**src/rtl/vmicro16_uart_rx_pkg.sv**
```systemverilog
// -----------------------------------------------------------------------------
// vmicro16_uart_rx_pkg
// Shared definitions for the vmicro16 UART peripherals: APB register offsets,
// STATUS bit positions, receiver FSM state encodings and a parity helper.
// -----------------------------------------------------------------------------
package vmicro16_uart_rx_pkg;

    // APB word offsets
    localparam logic [1:0] UART_REG_DATA   = 2'd0;
    localparam logic [1:0] UART_REG_STATUS = 2'd1;

    // STATUS register bit positions
    localparam int UART_ST_NEMPTY = 32'sd0;
    localparam int UART_ST_FULL   = 32'sd1;
    localparam int UART_ST_OVR    = 32'sd2;
    localparam int UART_ST_FERR   = 32'sd3;
    localparam int UART_ST_PERR   = 32'sd4;

    // Receiver FSM states
    typedef enum logic [2:0] {
        ST_IDLE   = 3'd0,
        ST_START  = 3'd1,
        ST_DATA   = 3'd2,
        ST_PARITY = 3'd3,
        ST_STOP   = 3'd4
    } uart_rx_state_e;

    // Even-parity bit for a data byte (XOR of all data bits)
    function automatic logic even_parity(input logic [7:0] data);
        return ^data;
    endfunction

endpackage

```
**src/rtl/vmicro16_uart_rx_fifo.sv**
```systemverilog
// -----------------------------------------------------------------------------
// vmicro16_uart_rx_fifo
// Synchronous FIFO for received bytes. Pointers carry one extra MSB so that
// full and empty are distinguishable. A push and a pop in the same cycle are
// both performed, including when the FIFO is full. A push while full without
// a pop is dropped. Pop while empty is ignored.
// Ports:
//   clk, reset  clock, asynchronous active-high reset
//   i_push      write i_data (if room, or if popping this cycle)
//   i_data      byte to write
//   i_pop       remove head entry (if non-empty)
//   o_data      head entry (combinational)
//   o_full      FIFO holds DEPTH entries
//   o_empty     FIFO holds no entries
// -----------------------------------------------------------------------------
module vmicro16_uart_rx_fifo #(
    parameter int WIDTH = 8,
    parameter int DEPTH = 8
) (
    input  logic             clk,
    input  logic             reset,
    input  logic             i_push,
    input  logic [WIDTH-1:0] i_data,
    input  logic             i_pop,
    output logic [WIDTH-1:0] o_data,
    output logic             o_full,
    output logic             o_empty
);

    localparam int AW = $clog2(DEPTH);

    logic [WIDTH-1:0] r_mem [DEPTH];
    logic [AW:0]      r_wr_ptr;
    logic [AW:0]      r_rd_ptr;
    logic             w_do_push;
    logic             w_do_pop;

    assign o_empty   = (r_wr_ptr == r_rd_ptr);
    assign o_full    = (r_wr_ptr[AW] != r_rd_ptr[AW]) &&
                       (r_wr_ptr[AW-1:0] == r_rd_ptr[AW-1:0]);
    assign w_do_pop  = i_pop & ~o_empty;
    // When full, the slot being written is the one being popped this cycle
    assign w_do_push = i_push & (~o_full | w_do_pop);
    assign o_data    = r_mem[r_rd_ptr[AW-1:0]];

    // Pointer update
    always_ff @(posedge clk or posedge reset) begin
        if (reset) begin
            r_wr_ptr <= '0;
            r_rd_ptr <= '0;
        end else begin
            if (w_do_push) begin
                r_wr_ptr <= r_wr_ptr + {{AW{1'b0}}, 1'b1};
            end
            if (w_do_pop) begin
                r_rd_ptr <= r_rd_ptr + {{AW{1'b0}}, 1'b1};
            end
        end
    end

    // Storage array write (no reset needed: contents gated by pointers)
    always_ff @(posedge clk) begin
        if (w_do_push) begin
            r_mem[r_wr_ptr[AW-1:0]] <= i_data;
        end
    end

endmodule

```
**src/rtl/vmicro16_uart_rx.sv**
```systemverilog
// -----------------------------------------------------------------------------
// vmicro16_uart_rx
// UART receiver peripheral for the vmicro16 SoC. Deserialises frames from the
// rx pin (8N1, or 8E1 when UART_RX_PARITY_EN is defined), buffers bytes in a
// FIFO and exposes DATA / STATUS registers on an APB slave port.
// Build option:
//   UART_RX_PARITY_EN  adds an even-parity bit between data and stop bits;
//                      mismatches set STATUS.PERR and discard the byte.
// Ports:
//   clk, reset   system clock, asynchronous active-high reset
//   rx           serial input, idle high, asynchronous to clk
//   S_PADDR      word select: 0 DATA, 1 STATUS, 2/3 read 0
//   S_PWRITE, S_PSELx, S_PENABLE, S_PWDATA   APB request
//   S_PRDATA     read data (combinational), S_PREADY tied high
//   irq          FIFO non-empty or any sticky error set
// STATUS: bit0 NEMPTY, bit1 FULL, bit2 OVR, bit3 FERR, bit4 PERR (2..4 W1C)
// -----------------------------------------------------------------------------
module vmicro16_uart_rx
    import vmicro16_uart_rx_pkg::*;
#(
    parameter int CLK_HZ     = 50_000_000,
    parameter int BAUD       = 115200,
    parameter int FIFO_DEPTH = 8,
    parameter int DATA_WIDTH = 16
) (
    input  logic                  clk,
    input  logic                  reset,
    input  logic                  rx,
    input  logic [1:0]            S_PADDR,
    input  logic                  S_PWRITE,
    input  logic                  S_PSELx,
    input  logic                  S_PENABLE,
    input  logic [DATA_WIDTH-1:0] S_PWDATA,
    output logic [DATA_WIDTH-1:0] S_PRDATA,
    output logic                  S_PREADY,
    output logic                  irq
);

    localparam int CLKS_PER_BIT = CLK_HZ / BAUD;
    localparam int HALF_BIT     = CLKS_PER_BIT / 2;
    localparam int CNT_W        = $clog2(CLKS_PER_BIT);

    uart_rx_state_e   r_state;
    uart_rx_state_e   w_state_next;
    logic             r_rx_meta;
    logic             r_rx_s;
    logic [CNT_W-1:0] r_baud_cnt;
    logic [2:0]       r_bit_cnt;
    logic [7:0]       r_shift;
    logic             r_ovr;
    logic             r_ferr;
    logic             r_perr;
    logic             r_irq;

    logic             w_baud_tick;
    logic             w_half_tick;
    logic             w_cnt_clr;
    logic             w_shift_en;
    logic             w_push;
    logic             w_ferr_set;
    logic             w_perr_set;
    logic             w_pop;
    logic             w_st_wr;
    logic [7:0]       w_fifo_data;
    logic             w_full;
    logic             w_empty;
    logic             w_unused;
`ifdef UART_RX_PARITY_EN
    logic             r_par_bad;
    logic             w_par_en;
`endif

    assign w_baud_tick = (r_baud_cnt == CNT_W'(CLKS_PER_BIT - 1));
    assign w_half_tick = (r_baud_cnt == CNT_W'(HALF_BIT));
    assign w_pop   = S_PSELx & S_PENABLE & ~S_PWRITE & (S_PADDR == UART_REG_DATA) & ~w_empty;
    assign w_st_wr = S_PSELx & S_PENABLE & S_PWRITE & (S_PADDR == UART_REG_STATUS);
    assign S_PREADY = 1'b1;
    assign irq      = r_irq;
    assign w_unused = ^S_PWDATA;

    // Two-flop synchroniser on the asynchronous rx pin
    always_ff @(posedge clk or posedge reset) begin
        if (reset) begin
            r_rx_meta <= 1'b1;
            r_rx_s    <= 1'b1;
        end else begin
            r_rx_meta <= rx;
            r_rx_s    <= r_rx_meta;
        end
    end

    // FSM state register
    always_ff @(posedge clk or posedge reset) begin
        if (reset) begin
            r_state <= ST_IDLE;
        end else begin
            r_state <= w_state_next;
        end
    end

    // FSM next-state logic
    always_comb begin
        w_state_next = r_state;
        case (r_state)
            ST_IDLE: begin
                if (!r_rx_s) begin
                    w_state_next = ST_START;
                end else begin
                    w_state_next = ST_IDLE;
                end
            end
            ST_START: begin
                // A high line at mid-start-bit is a glitch, not a frame
                if (w_half_tick) begin
                    w_state_next = r_rx_s ? ST_IDLE : ST_DATA;
                end else begin
                    w_state_next = ST_START;
                end
            end
            ST_DATA: begin
                if (w_baud_tick && (r_bit_cnt == 3'd7)) begin
`ifdef UART_RX_PARITY_EN
                    w_state_next = ST_PARITY;
`else
                    w_state_next = ST_STOP;
`endif
                end else begin
                    w_state_next = ST_DATA;
                end
            end
`ifdef UART_RX_PARITY_EN
            ST_PARITY: begin
                if (w_baud_tick) begin
                    w_state_next = ST_STOP;
                end else begin
                    w_state_next = ST_PARITY;
                end
            end
`endif
            ST_STOP: begin
                // Leave mid-stop-bit so a back-to-back start edge is caught
                if (w_baud_tick) begin
                    w_state_next = ST_IDLE;
                end else begin
                    w_state_next = ST_STOP;
                end
            end
            default: begin
                w_state_next = ST_IDLE;
            end
        endcase
    end

    // FSM outputs: counter control, sampling strobes, push and error flags
    always_comb begin
        w_cnt_clr  = 1'b0;
        w_shift_en = 1'b0;
        w_push     = 1'b0;
        w_ferr_set = 1'b0;
        w_perr_set = 1'b0;
`ifdef UART_RX_PARITY_EN
        w_par_en   = 1'b0;
`endif
        case (r_state)
            ST_IDLE: begin
                w_cnt_clr = 1'b1;
            end
            ST_START: begin
                w_cnt_clr = w_half_tick;
            end
            ST_DATA: begin
                w_cnt_clr  = w_baud_tick;
                w_shift_en = w_baud_tick;
            end
`ifdef UART_RX_PARITY_EN
            ST_PARITY: begin
                w_cnt_clr  = w_baud_tick;
                w_par_en   = w_baud_tick;
                w_perr_set = w_baud_tick & (r_rx_s != even_parity(r_shift));
            end
`endif
            ST_STOP: begin
                w_cnt_clr  = w_baud_tick;
                w_ferr_set = w_baud_tick & ~r_rx_s;
`ifdef UART_RX_PARITY_EN
                w_push     = w_baud_tick & r_rx_s & ~r_par_bad;
`else
                w_push     = w_baud_tick & r_rx_s;
`endif
            end
            default: begin
                w_cnt_clr = 1'b1;
            end
        endcase
    end

    // Baud/bit counters and data shift register
    always_ff @(posedge clk or posedge reset) begin
        if (reset) begin
            r_baud_cnt <= '0;
            r_bit_cnt  <= 3'd0;
            r_shift    <= 8'h00;
        end else begin
            r_baud_cnt <= w_cnt_clr ? '0 : (r_baud_cnt + CNT_W'(1));
            if (r_state == ST_START) begin
                r_bit_cnt <= 3'd0;
            end else if (w_shift_en) begin
                r_bit_cnt <= r_bit_cnt + 3'd1;
            end
            if (w_shift_en) begin
                r_shift <= {r_rx_s, r_shift[7:1]};
            end
        end
    end

`ifdef UART_RX_PARITY_EN
    // Parity result held until the stop bit decides whether to push
    always_ff @(posedge clk or posedge reset) begin
        if (reset) begin
            r_par_bad <= 1'b0;
        end else if (r_state == ST_START) begin
            r_par_bad <= 1'b0;
        end else if (w_par_en) begin
            r_par_bad <= (r_rx_s != even_parity(r_shift));
        end
    end
`endif

    // Sticky error bits: a set in the same cycle as a W1C clear wins
    always_ff @(posedge clk or posedge reset) begin
        if (reset) begin
            r_ovr  <= 1'b0;
            r_ferr <= 1'b0;
            r_perr <= 1'b0;
        end else begin
            if (w_push && w_full && !w_pop) begin
                r_ovr <= 1'b1;
            end else if (w_st_wr && S_PWDATA[UART_ST_OVR]) begin
                r_ovr <= 1'b0;
            end
            if (w_ferr_set) begin
                r_ferr <= 1'b1;
            end else if (w_st_wr && S_PWDATA[UART_ST_FERR]) begin
                r_ferr <= 1'b0;
            end
            if (w_perr_set) begin
                r_perr <= 1'b1;
            end else if (w_st_wr && S_PWDATA[UART_ST_PERR]) begin
                r_perr <= 1'b0;
            end
        end
    end

    // Registered interrupt level
    always_ff @(posedge clk or posedge reset) begin
        if (reset) begin
            r_irq <= 1'b0;
        end else begin
            r_irq <= ~w_empty | r_ovr | r_ferr | r_perr;
        end
    end

    // APB read mux
    always_comb begin
        S_PRDATA = '0;
        if (S_PSELx && !S_PWRITE) begin
            case (S_PADDR)
                UART_REG_DATA: begin
                    S_PRDATA[7:0] = w_empty ? 8'h00 : w_fifo_data;
                end
                UART_REG_STATUS: begin
                    S_PRDATA[UART_ST_NEMPTY] = ~w_empty;
                    S_PRDATA[UART_ST_FULL]   = w_full;
                    S_PRDATA[UART_ST_OVR]    = r_ovr;
                    S_PRDATA[UART_ST_FERR]   = r_ferr;
                    S_PRDATA[UART_ST_PERR]   = r_perr;
                end
                default: begin
                    S_PRDATA = '0;
                end
            endcase
        end else begin
            S_PRDATA = '0;
        end
    end

    vmicro16_uart_rx_fifo #(
        .WIDTH (8),
        .DEPTH (FIFO_DEPTH)
    ) u_fifo (
        .clk     (clk),
        .reset   (reset),
        .i_push  (w_push),
        .i_data  (r_shift),
        .i_pop   (w_pop),
        .o_data  (w_fifo_data),
        .o_full  (w_full),
        .o_empty (w_empty)
    );

endmodule

```
**config.mk**
```make
export PLATFORM = sky130hd
export DESIGN_NAME = vmicro16_uart_rx
export DESIGN_NICKNAME = d
export VERILOG_FILES = /design/src/rtl/vmicro16_uart_rx_pkg.sv /design/src/rtl/vmicro16_uart_rx_fifo.sv /design/src/rtl/vmicro16_uart_rx.sv
export SDC_FILE = /design/constraint.sdc
export NUM_CORES = 1
export LEC_CHECK = 0
export ABC_CLOCK_PERIOD_IN_PS = 2800
export BUFFER_PORTS_ARGS = -buffer_cell sky130_fd_sc_hd__buf_2
export CORE_ASPECT_RATIO = 1.75
export CORE_UTILIZATION = 54
export DETAILED_ROUTE_END_ITERATION = 8
export GPL_ROUTABILITY_DRIVEN = 1
export PLACE_DENSITY = 0.7
export SYNTH_ARGS = -nofsm -noshare
export SYNTH_HDL_FRONTEND = slang
export SYNTH_SLANG_ARGS = --single-unit
```
**constraint.sdc**
```tcl
create_clock -name clk -period 2.8 [get_ports clk]
set_input_delay 0.56 -clock clk [delete_from_list [all_inputs] [get_ports clk]]
set_output_delay 0.56 -clock clk [all_outputs]
set_load 0.03 [all_outputs]
```
Word level (Yosys, flattened, before mapping)

Memory sizes are Yosys's and may differ from the RTL's.
Cells that the tools add are included.

Equality and inequality tests: 10
Bitwise operators: 17
Muxes and demuxes: 23
Add/sub/neg operators: 4
Reduce and logical (&&, ||, !) cells: 15

Operator list:

| cell                                                                  | number |
|---|---|
| 8-bit two-way mux                                                     | 2 |
| 3-bit two-way mux                                                     | 5 |
| 3-bit case mux with 4 select lines                                    | 1 |
| 1-bit AND                                                             | 10 |
| 1-bit two-way mux                                                     | 10 |
| 5-bit case mux with 2 select lines                                    | 1 |
| 9-bit by 1-bit adder with 9-bit output, second input constant         | 1 |
| 9-bit by 8-bit equality test with 1-bit output, second input constant | 1 |
| 9-bit equality test, second input constant                            | 1 |
| 9-bit two-way mux                                                     | 1 |
| 4-bit by 1-bit adder with 4-bit output, second input constant         | 2 |
| 1-bit logical AND                                                     | 7 |
| 3-bit equality test, second input constant                            | 2 |
| 2-bit nonzero test                                                    | 3 |
| 4-bit equality test                                                   | 1 |
| 2-bit two-way mux                                                     | 2 |
| 1-bit NOT                                                             | 4 |
| 3-bit by 1-bit adder with 3-bit output, second input constant         | 1 |
| 3-bit by 1-bit equality test with 1-bit output, second input constant | 1 |
| 3-bit by 2-bit equality test with 1-bit output, second input constant | 1 |
| 3-bit equality test                                                   | 1 |
| 3-bit logical NOT                                                     | 1 |
| 1-bit OR                                                              | 3 |
| 2-bit by 1-bit equality test with 1-bit output, second input constant | 1 |
| other kinds (5)                                                       | 6 |

Input bits: 24
Memories: 1
Flip-flop bits (word level): 36
Memory bits (writable): 64
Output and inout bits: 18

Memories:

| memory       | words | width | read ports | clocked after memory_dff | wr ports | line                        | text |
|---|---|---|---|---|---|---|---|
| u_fifo.r_mem | 8     | 8     | 1          | 0                        | 1        | vmicro16_uart_rx_fifo.sv:32 | `logic [WIDTH-1:0] r_mem [DEPTH];` |

Logic depth before layout (Yosys ltp)

Gate-level depths: netlist of the first run.

Depth after elaboration: 9
Gate-level depth with buffers: 9

Cells and area by module

A second synthesis of the first run with hierarchy kept.

Cells, all modules: 295
Area total of the unflattened synthesis: 4524.3 um^2

Modules (own cells, without submodules):

| module                | cells each | area each (um^2) | instances |
|---|---|---|---|
| vmicro16_uart_rx_fifo | 152        | 2987.9           | 1 |
| vmicro16_uart_rx      | 143        | 1536.5           | 1 |

Worst setup path before layout of the first run

Ideal clock, no wire load.

Path type: reg-to-output
Start: reg u_fifo.r_wr_ptr[0]
End: out S_PRDATA[2]
Arrival: 1.980 ns
Path slack: 0.260 ns
Cell stages (with the launch flop): 8
Cell sequence: dfrtp_1 -> clkbuf_1 -> xor2_1 -> nor3_1 -> nand2_1 -> nand2b_1 -> clkbuf_1 -> o32ai_1

Longest elaborated chain between the ends: 4

RTL lines:

| element                            | line                        | text |
|---|---|---|
| start: declaration                 | vmicro16_uart_rx_fifo.sv:33 | `logic [AW:0] r_wr_ptr;` |
| start signal: assignment           | vmicro16_uart_rx_fifo.sv:53 | `r_wr_ptr <= r_wr_ptr + {{AW{1'b0}}, 1'b1};` |
| 4-bit equality test                | vmicro16_uart_rx_fifo.sv:38 | `assign o_empty = (r_wr_ptr == r_rd_ptr);` |
| 8-bit two-way mux                  | vmicro16_uart_rx.sv:269     | `S_PRDATA[7:0] = w_empty ? 8'h00 : w_fifo_data;` |
| 5-bit case mux with 2 select lines | vmicro16_uart_rx.sv:267     | `case (S_PADDR)` |
| 8-bit two-way mux                  | vmicro16_uart_rx.sv:266     | `if (S_PSELx && !S_PWRITE) begin` |
| end: declaration                   | vmicro16_uart_rx.sv:34      | `output logic [DATA_WIDTH-1:0] S_PRDATA,` |

Every way passes these cells.

Worst setup path in the final report of the first run

Start: reg u_fifo.r_rd_ptr[0]
End: out S_PRDATA[0]

Longest elaborated chain between the ends: 4

RTL lines:

| element                                                 | line                                             | text |
|---|---|---|
| start: declaration                                      | vmicro16_uart_rx_fifo.sv:34                      | `logic [AW:0] r_rd_ptr;` |
| start signal: assignment                                | vmicro16_uart_rx_fifo.sv:56                      | `r_rd_ptr <= r_rd_ptr + {{AW{1'b0}}, 1'b1};` |
| memory 8 x 8 bit or 4-bit equality test (tied branches) | -                                                |  |
| 8-bit two-way mux or 1-bit NOT (tied branches)          | vmicro16_uart_rx.sv:269, vmicro16_uart_rx.sv:272 |  |
| 5-bit case mux with 2 select lines (*)                  | vmicro16_uart_rx.sv:267                          |  |
| 8-bit two-way mux (*)                                   | vmicro16_uart_rx.sv:266                          |  |

Mark *: on every way between the ends. The rest lies on a longest branch, timed or not.

==> flow_metrics.py, run 1 <==
metrics = {
    "clock_network": {
        "cts_buffers": 9,
        "cts_num_sinks": 100,
        "h-tree-depth": 3,
        "insertion_delay_ps": 330,
        "cts_setup_buffers": 0,
        "clock_path_buffers": 2,
        "cts-resized-gates": 1,
        "cts_root_buffer": "clkbuf_16",
        "cts.clk_slew.worst_paths_ps": 60,
        "cts_tree": "yes",
        "cts_hold_buf": 0,
    },
    "min_path": {
        "hp-class": "in -> async",
    },
    "cells_and_area": {
        "fin_cells": 409,
        "num-nets-final": 346,
        "drive_gt1_frac": 0.2399,
        "n_antenna_cell": 0,
        "synthToLayoutAreaGrowth_pct": 11.99,
        "final_core_util": 0.6306,
        "nFillCells": 569,
    },
    "grt": {
        "grt_usage": 0.2028,
        "grt_max_degree": 26,
        "grt.overflow.total": 0,
        "antenna_found_initial": 0,
        "grt_pass1_wl_um": 12380,
        "first_global_vias": 2319,
    },
    "synthesis": {
        "ys_types": 39,
        "ys_ff_latch": 100,
        "synth-edff-count": 64,
        "syn_area_per_cell_um2": 15.00,
        "syn_area_mm2": 0.004320,
        "synth_ff_type": "edfxtp_1",
        "synth_async_sr_flop_share": 0.3600,
        "seq_area_frac_synth": 0.6539,
        "netlist_instances": 288,
        "ys_warn_count": 0,
    },
    "place": {
        "io_buffer_count": 18,
        "dp_hpwl_um": 5311,
        "dp_cells": 393,
        "gp_congestion": 0.7949,
    },
    "timing": {
        "rsz0062_at_grt": "no",
        "maxSlewViolCount": 0,
        "period_share": 0.9507,
        "finalCriticalPeriod_ps": 2662,
        "fin_skew_ps": 5.767,
        "clock.fmax_mhz": 375.7,
        "setup_viol": 0,
        "finalSetupTns_ps": 0,
        "tightest_slew_ps": 561.5,
        "hold_violations": 0,
        "slew_headroom": 0.6257,
    },
    "worst_setup_path": {
        "cp.arrival_ps": 2100,
        "worstRegToRegCells": 8,
        "crit_path_start_kind": "flip-flop",
        "cp.required_ps": 2240,
        "worst-path-max-fanout": 8,
        "critPathLaunch": "u_fifo.r_rd_ptr[0]",
        "rrSetupSlack_ps": 500,
        "worstSetupPathType": "reg -> out",
        "r2r_start": "r_baud_cnt[1]",
        "worstSetupEndpointType": "primary output",
        "r2r-end": "u_fifo.r_mem[1][7]",
    },
    "detailed_routing": {
        "wl_per_cell_um": 18.67,
        "drt-total-wl_um": 7636,
        "routed.top_layer": "met4",
        "viasPerCell": 5.660,
        "vias": 2315,
        "drtIter0Drc": 255,
        "drtAntennaViolNets": 0,
        "drc": 0,
        "m1WireLength_um": 3112,
        "dr.pass1.iters": 4,
        "wl_met2_um": 4232,
        "wl_met3_um": 187,
    },
    "pwr": {
        "leakage_nw": 2.026,
        "ir_drop_mv": 0.3391,
        "power.density_mw_per_mm2": 607.8,
    },
    "floorplanning": {
        "core_mm2": 0.007672,
        "initial_core_util": 0.5631,
        "pin_count": 42,
        "std_cell_rows": 42,
        "die_x_um": 69.62,
        "die-area_mm2": 0.008376,
        "die_h_um": 120.3,
    },
    "status": {
        "status": "complete, no violations",
    },
    "run": {
        "cap_violations": 0,
    },
}
-- critical path, stage by stage (launching register included) --
cell and delay [ps]:
dfrtp_2 490, buf_4 230, mux4_2 520, a211oi_1 290, nor2_1 60, buf_2 180
-- cell families after synthesis --
group	after synthesis	share of synthesized area
and+or+nand+nor	80	0.09673
buffers and inverters	32	0.03880
adders and majority gates	6	0.01738
other	2	0.001738
AOI/OAI and AO/OA	18	0.02780
xor gates and xnor gates	17	0.03446
DFF	100	0.6539
muxes	33	0.1292
-- synth_stat cells, types with 2 or more instances --
library cell | count | area (um^2)
or3_1 | 2 | 12.51
nand2b_1 | 5 | 31.28
conb_1 | 2 | 7.510
nor3b_1 | 2 | 15.01
a21oi_1 | 4 | 20.02
dfstp_2 | 2 | 52.55
nor2b_1 | 3 | 18.77
clkbuf_1 | 8 | 30.03
nand2_1 | 13 | 48.80
mux2_4 | 4 | 60.06
mux4_2 | 16 | 360.4
xor2_1 | 8 | 70.07
nand3_1 | 12 | 60.06
inv_1 | 9 | 33.78
buf_2 | 5 | 25.02
edfxtp_1 | 64 | 1922
buf_4 | 9 | 67.56
nor3_1 | 9 | 45.04
nand4_1 | 4 | 25.02
dfrtp_1 | 34 | 850.8
xnor2_1 | 9 | 78.83
mux2i_1 | 7 | 70.07
o31ai_1 | 2 | 15.01
o32ai_1 | 2 | 17.52
mux2_2 | 6 | 67.56
o21ai_0 | 7 | 35.03
nor2_1 | 23 | 86.33
ha_1 | 6 | 75.07
-- cell usage in the layout (no fill, tap or decap), types with 2 or more instances in the layout --
cell | netlist | routed
ha_1 | 6 | 6
nand3_1 | 12 | 12
edfxtp_1 | 64 | 64
buf_2 | 5 | 18
dfstp_2 | 2 | 2
nor2b_1 | 3 | 3
mux2i_1 | 7 | 7
dfrtp_1 | 34 | 33
nand4_1 | 4 | 4
conb_1 | 2 | 9
nand2_1 | 13 | 13
mux2_2 | 6 | 6
a21oi_1 | 4 | 4
xnor2_1 | 9 | 9
o31ai_1 | 2 | 2
nor3b_1 | 2 | 2
inv_1 | 9 | 9
xor2_1 | 8 | 8
clkbuf_1 | 8 | 5
nand2b_1 | 5 | 5
buf_4 | 9 | 15
mux4_2 | 16 | 16
nor2_1 | 23 | 23
o32ai_1 | 2 | 2
clkbuf_16 | 0 | 10
or3_1 | 2 | 2
o21ai_0 | 7 | 7
mux2_4 | 4 | 4
nor3_1 | 9 | 9
-- where the power goes --
| part | switching, W | internal, W |
|---|---|---|
| Sequential | 0.0000159 | 0.00157 |
| Clock | 0.000473 | 0.000748 |
| Combinational | 0.0000800 | 0.0000523 |
| Total | 0.000569 | 0.00237 |
-- cell type report --
cell class | instances | area, um^2 | area share
flip-flops and latches | 100 | 2826 | 0.5842
multi-input cells | 163 | 1366 | 0.2824
clock buffers | 15 | 269.0 | 0.05560
repair buffers | 33 | 202.7 | 0.04189
well taps | 88 | 110.1 | 0.02276
inverters | 9 | 33.78 | 0.006982
clock inverters | 1 | 30.03 | 0.006206
-- registers in the layout, summed over array words and instances, names as in the netlist --
register / flops
u_fifo.r_mem: 64
r_baud_cnt: 9
r_shift: 8
u_fifo.r_rd_ptr: 4
u_fifo.r_wr_ptr: 4
r_bit_cnt: 3
r_state: 3
irq: 1
r_ferr: 1
r_ovr: 1
r_rx_meta: 1
r_rx_s: 1
-- metal layers --
layer,up-vias,track usage
met5,-,0
met4,0,0.07500
met3,6,0.04000
met2,34,0.3610
met1,1171,0.2429
li1,1104,-
-- worst max path at each step --
stage	depth (start not counted)	endpoint
finish	5	S_PRDATA[0]
floorplan	7	S_PRDATA[2]
global placement	5	S_PRDATA[0]
detailed placement	5	S_PRDATA[0]
CTS	5	S_PRDATA[0]
global route	5	S_PRDATA[0]
-- per-stage QoR --
| step | hold WS, ps | worst slack [ps] | power [W] | area (um^2) |
|---|---|---|---|---|
| after floorplan | 345.2 | 260.5 | 0.001714 | 4347 |
| after global placement | 345.9 | 365.4 | 0.001749 | 4538 |
| after detailed placement | 351.1 | 343.5 | 0.001751 | 4538 |
| after CTS | 240.5 | 102.1 | 0.002973 | 4838 |
| after global routing | 266.1 | 10.13 | 0.003040 | 4838 |
| final | 236.3 | 138.0 | 0.002941 | 4838 |
Note: power is estimated with default switching activity, not from simulation.
==> inputs of run 2 (changes only) <==
Settings changed: ABC_AREA set to 1.
==> flow_metrics.py, run 2 <==
metrics = {
    "clock_network": {
        "cts_hold_buf": 0,
        "h-tree-depth": 3,
        "cts_num_sinks": 100,
        "cts.clk_slew.worst_paths_ps": 60,
        "clock_path_buffers": 2,
        "insertion_delay_ps": 340,
        "cts_buffers": 9,
        "cts_tree": "yes",
        "cts_root_buffer": "clkbuf_16",
    },
    "timing": {
        "finalCriticalPeriod_ps": 2629,
        "finalSetupTns_ps": 0,
        "fin_skew_ps": 6.921,
        "clock.fmax_mhz": 380.4,
        "rsz0062_at_grt": "no",
        "slew_headroom": 0.6008,
        "tightest_slew_ps": 598.2,
        "period_share": 0.9389,
        "hold_slack_ps": 275.4,
        "hold_violations": 0,
        "setup_ws_ps": 171.1,
        "maxSlewViolCount": 0,
        "setup_viol": 0,
    },
    "floorplanning": {
        "core_mm2": 0.008258,
        "initial_core_util": 0.5536,
        "pin_count": 42,
        "die-area_mm2": 0.008853,
        "std_cell_rows": 44,
        "die_h_um": 123.7,
        "die_x_um": 71.56,
    },
    "cells_and_area": {
        "n_antenna_cell": 0,
        "drive_gt1_frac": 0.1538,
        "layout_commonest_cell": "nand2_1",
        "fin_cells": 573,
        "largest_register_ffs": 64,
        "synthToLayoutAreaGrowth_pct": 10.81,
        "num-nets-final": 506,
        "layout_common_cells": "106 x nand2_1, 66 x nor2_1, 64 x edfxtp_1, 39 x o21ai_0, 34 x dfrtp_1",
    },
    "place": {
        "dp_hpwl_um": 6425,
        "pre_cts_ws_ps": 543.0,
        "io_buffer_count": 18,
        "dp_cells": 557,
        "gp_congestion": 0.8261,
    },
    "synthesis": {
        "synth_top_area_frac": 0.4204,
        "synth_most_common_cell": "nand2_1",
        "syn_area_mm2": 0.004572,
        "syn_area_per_cell_um2": 10.18,
        "ys_types": 41,
        "synth-edff-count": 64,
        "netlist_instances": 449,
        "ys_top_cells_by_area": "edfxtp_1 42%, dfrtp_1 19%, nand2_1 8.7%, nor2_1 5.4%, o21ai_0 4.3%",
        "ys_ff_latch": 100,
        "synth_async_sr_flop_share": 0.3600,
        "synth_ff_type": "edfxtp_1",
        "ys_warn_count": 0,
        "seq_area_frac_synth": 0.6180,
        "yosysTopAreaCell": "edfxtp_1",
        "netlist_top_cells_count": "106 x nand2_1, 66 x nor2_1, 64 x edfxtp_1, 39 x o21ai_0, 34 x dfrtp_1",
    },
    "detailed_routing": {
        "drtIter0Drc": 238,
        "vias": 3071,
        "dr.pass1.iters": 4,
        "drc": 0,
        "drtAntennaViolNets": 0,
        "viasPerCell": 5.360,
        "wl_per_cell_um": 15.89,
        "drt-total-wl_um": 9104,
    },
    "pwr": {
        "leakage_nw": 2.350,
        "p_int_w": 0.002318,
        "swShare": 0.1881,
        "p_sw_w": 0.0005369,
        "total_power_w": 0.002854,
        "p_clk_frac": 0.429,
        "power.density_mw_per_mm2": 563.4,
        "ir_drop_mv": 0.3664,
        "power_frac_seq": 0.550,
        "pwr-share-comb": 0.021,
    },
    "grt": {
        "first_global_vias": 2994,
        "antenna_found_initial": 0,
        "grt_usage": 0.2215,
        "grt.overflow.total": 0,
        "grt_pass1_wl_um": 14170,
        "grt_max_degree": 33,
    },
    "worst_setup_path": {
        "worst-path-max-fanout": 24,
        "worstSetupEndpointType": "primary output",
        "worstSetupPathType": "reg -> out",
        "crit_path_start_kind": "flip-flop",
        "cp.required_ps": 2240,
        "cp.arrival_ps": 2070,
    },
    "run": {
        "cap_violations": 0,
    },
    "status": {
        "status": "complete, no violations",
    },
    "min_path": {
        "hp-class": "in -> async",
    },
}
## run 2: cell types whose count changed after synthesis, sizes merged, moves of 9 or more
cell   change
nor2      +47
mux2      -10
inv       +22
nand2     +97
o22ai      +9
o21ai     +34
nand3     +14
mux4      -16
## run 2: cell type report
class | instances | area, um^2
multi-input cells | 302 | 1504
well taps | 92 | 115.1
flip-flops and latches | 100 | 2825
fillers | 663 | 3192
repair buffers | 32 | 198.9
inverters | 31 | 118.9
clock buffers | 12 | 256.5
clock inverters | 4 | 47.55
## run 2: final timing paths
check	cells past startpoint	endpoint	slack [ps]	start
min in group clk	1	r_rx_meta	310	rx
max in group asynchronous	3	r_rx_s	1760	reset
min reg2reg	0	r_rx_s	370	r_rx_meta
max	7	S_PRDATA[7]	170	u_fifo.r_rd_ptr[0]
max reg2reg	8	u_fifo.r_mem[2][3]	790	u_fifo.r_rd_ptr[0]
min	2	r_baud_cnt[6]	280	reset
## run 2: metrics by stage
step | area (um^2) | util
floorplan | 4598 | -
global placement | 4758 | 0.5762
detailed placement | 4758 | 0.5762
CTS | 5062 | 0.6130
global route | 5066 | 0.6135
finish | 5066 | 0.6135
## run 2: timing repair
| action | in CTS | in global routing |
|---|---|---|
| resized for setup | 0 | 1 |
| hold endpoints to repair | 0 | 0 |
| setup buffers | 0 | 0 |
| setup endpoints to repair | 0 | 1 |
## run 2: routing by layer
layer / routed length (um) / up-vias / GRT usage
met3: 358 / 15 / 0.03964
li1: - / 1531 / -
met4: 240 / 0 / 0.1152
met2: 5183 / 64 / 0.4268
met5: 0 / - / 0
met1: 3320 / 1461 / 0.2229
## run 2: power by group through the flow
stage,Combinational [W],Clock (W),Sequential [W]
2_1_floorplan,0.0000463,0,0.00161
3_3_place_gp,0.0000594,0,0.00160
3_5_place_dp,0.0000608,0,0.00160
4_1_cts,0.0000611,0.00124,0.00157
5_1_grt,0.0000686,0.00129,0.00157
6_report,0.0000603,0.00122,0.00157
## run 2: critical path, stage by stage (launching register included)
cell	delay, ps
dfrtp_1	450
inv_2	350
buf_4	260
nor2_1	60
o22ai_1	150
nand2_1	80
a21oi_1	160
buf_2	210
## run 2: kinds of logic (layout without fill, tap and decap cells)
| family | count (synthesis) | after routing | share of synthesized area |
|---|---|---|---|
| buffers and inverters | 54 | 79 | 0.05884 |
| AO/OA/AOI/OAI | 55 | 55 | 0.06514 |
| other | 2 | 9 | 0.001643 |
| multiplexers | 1 | 1 | 0.002189 |
| flip-flops | 100 | 100 | 0.6180 |
| adder cells (fa/ha/maj) | 6 | 6 | 0.01642 |
| XOR/XNOR | 10 | 10 | 0.02244 |
| AND/OR/NAND/NOR | 221 | 221 | 0.2154 |
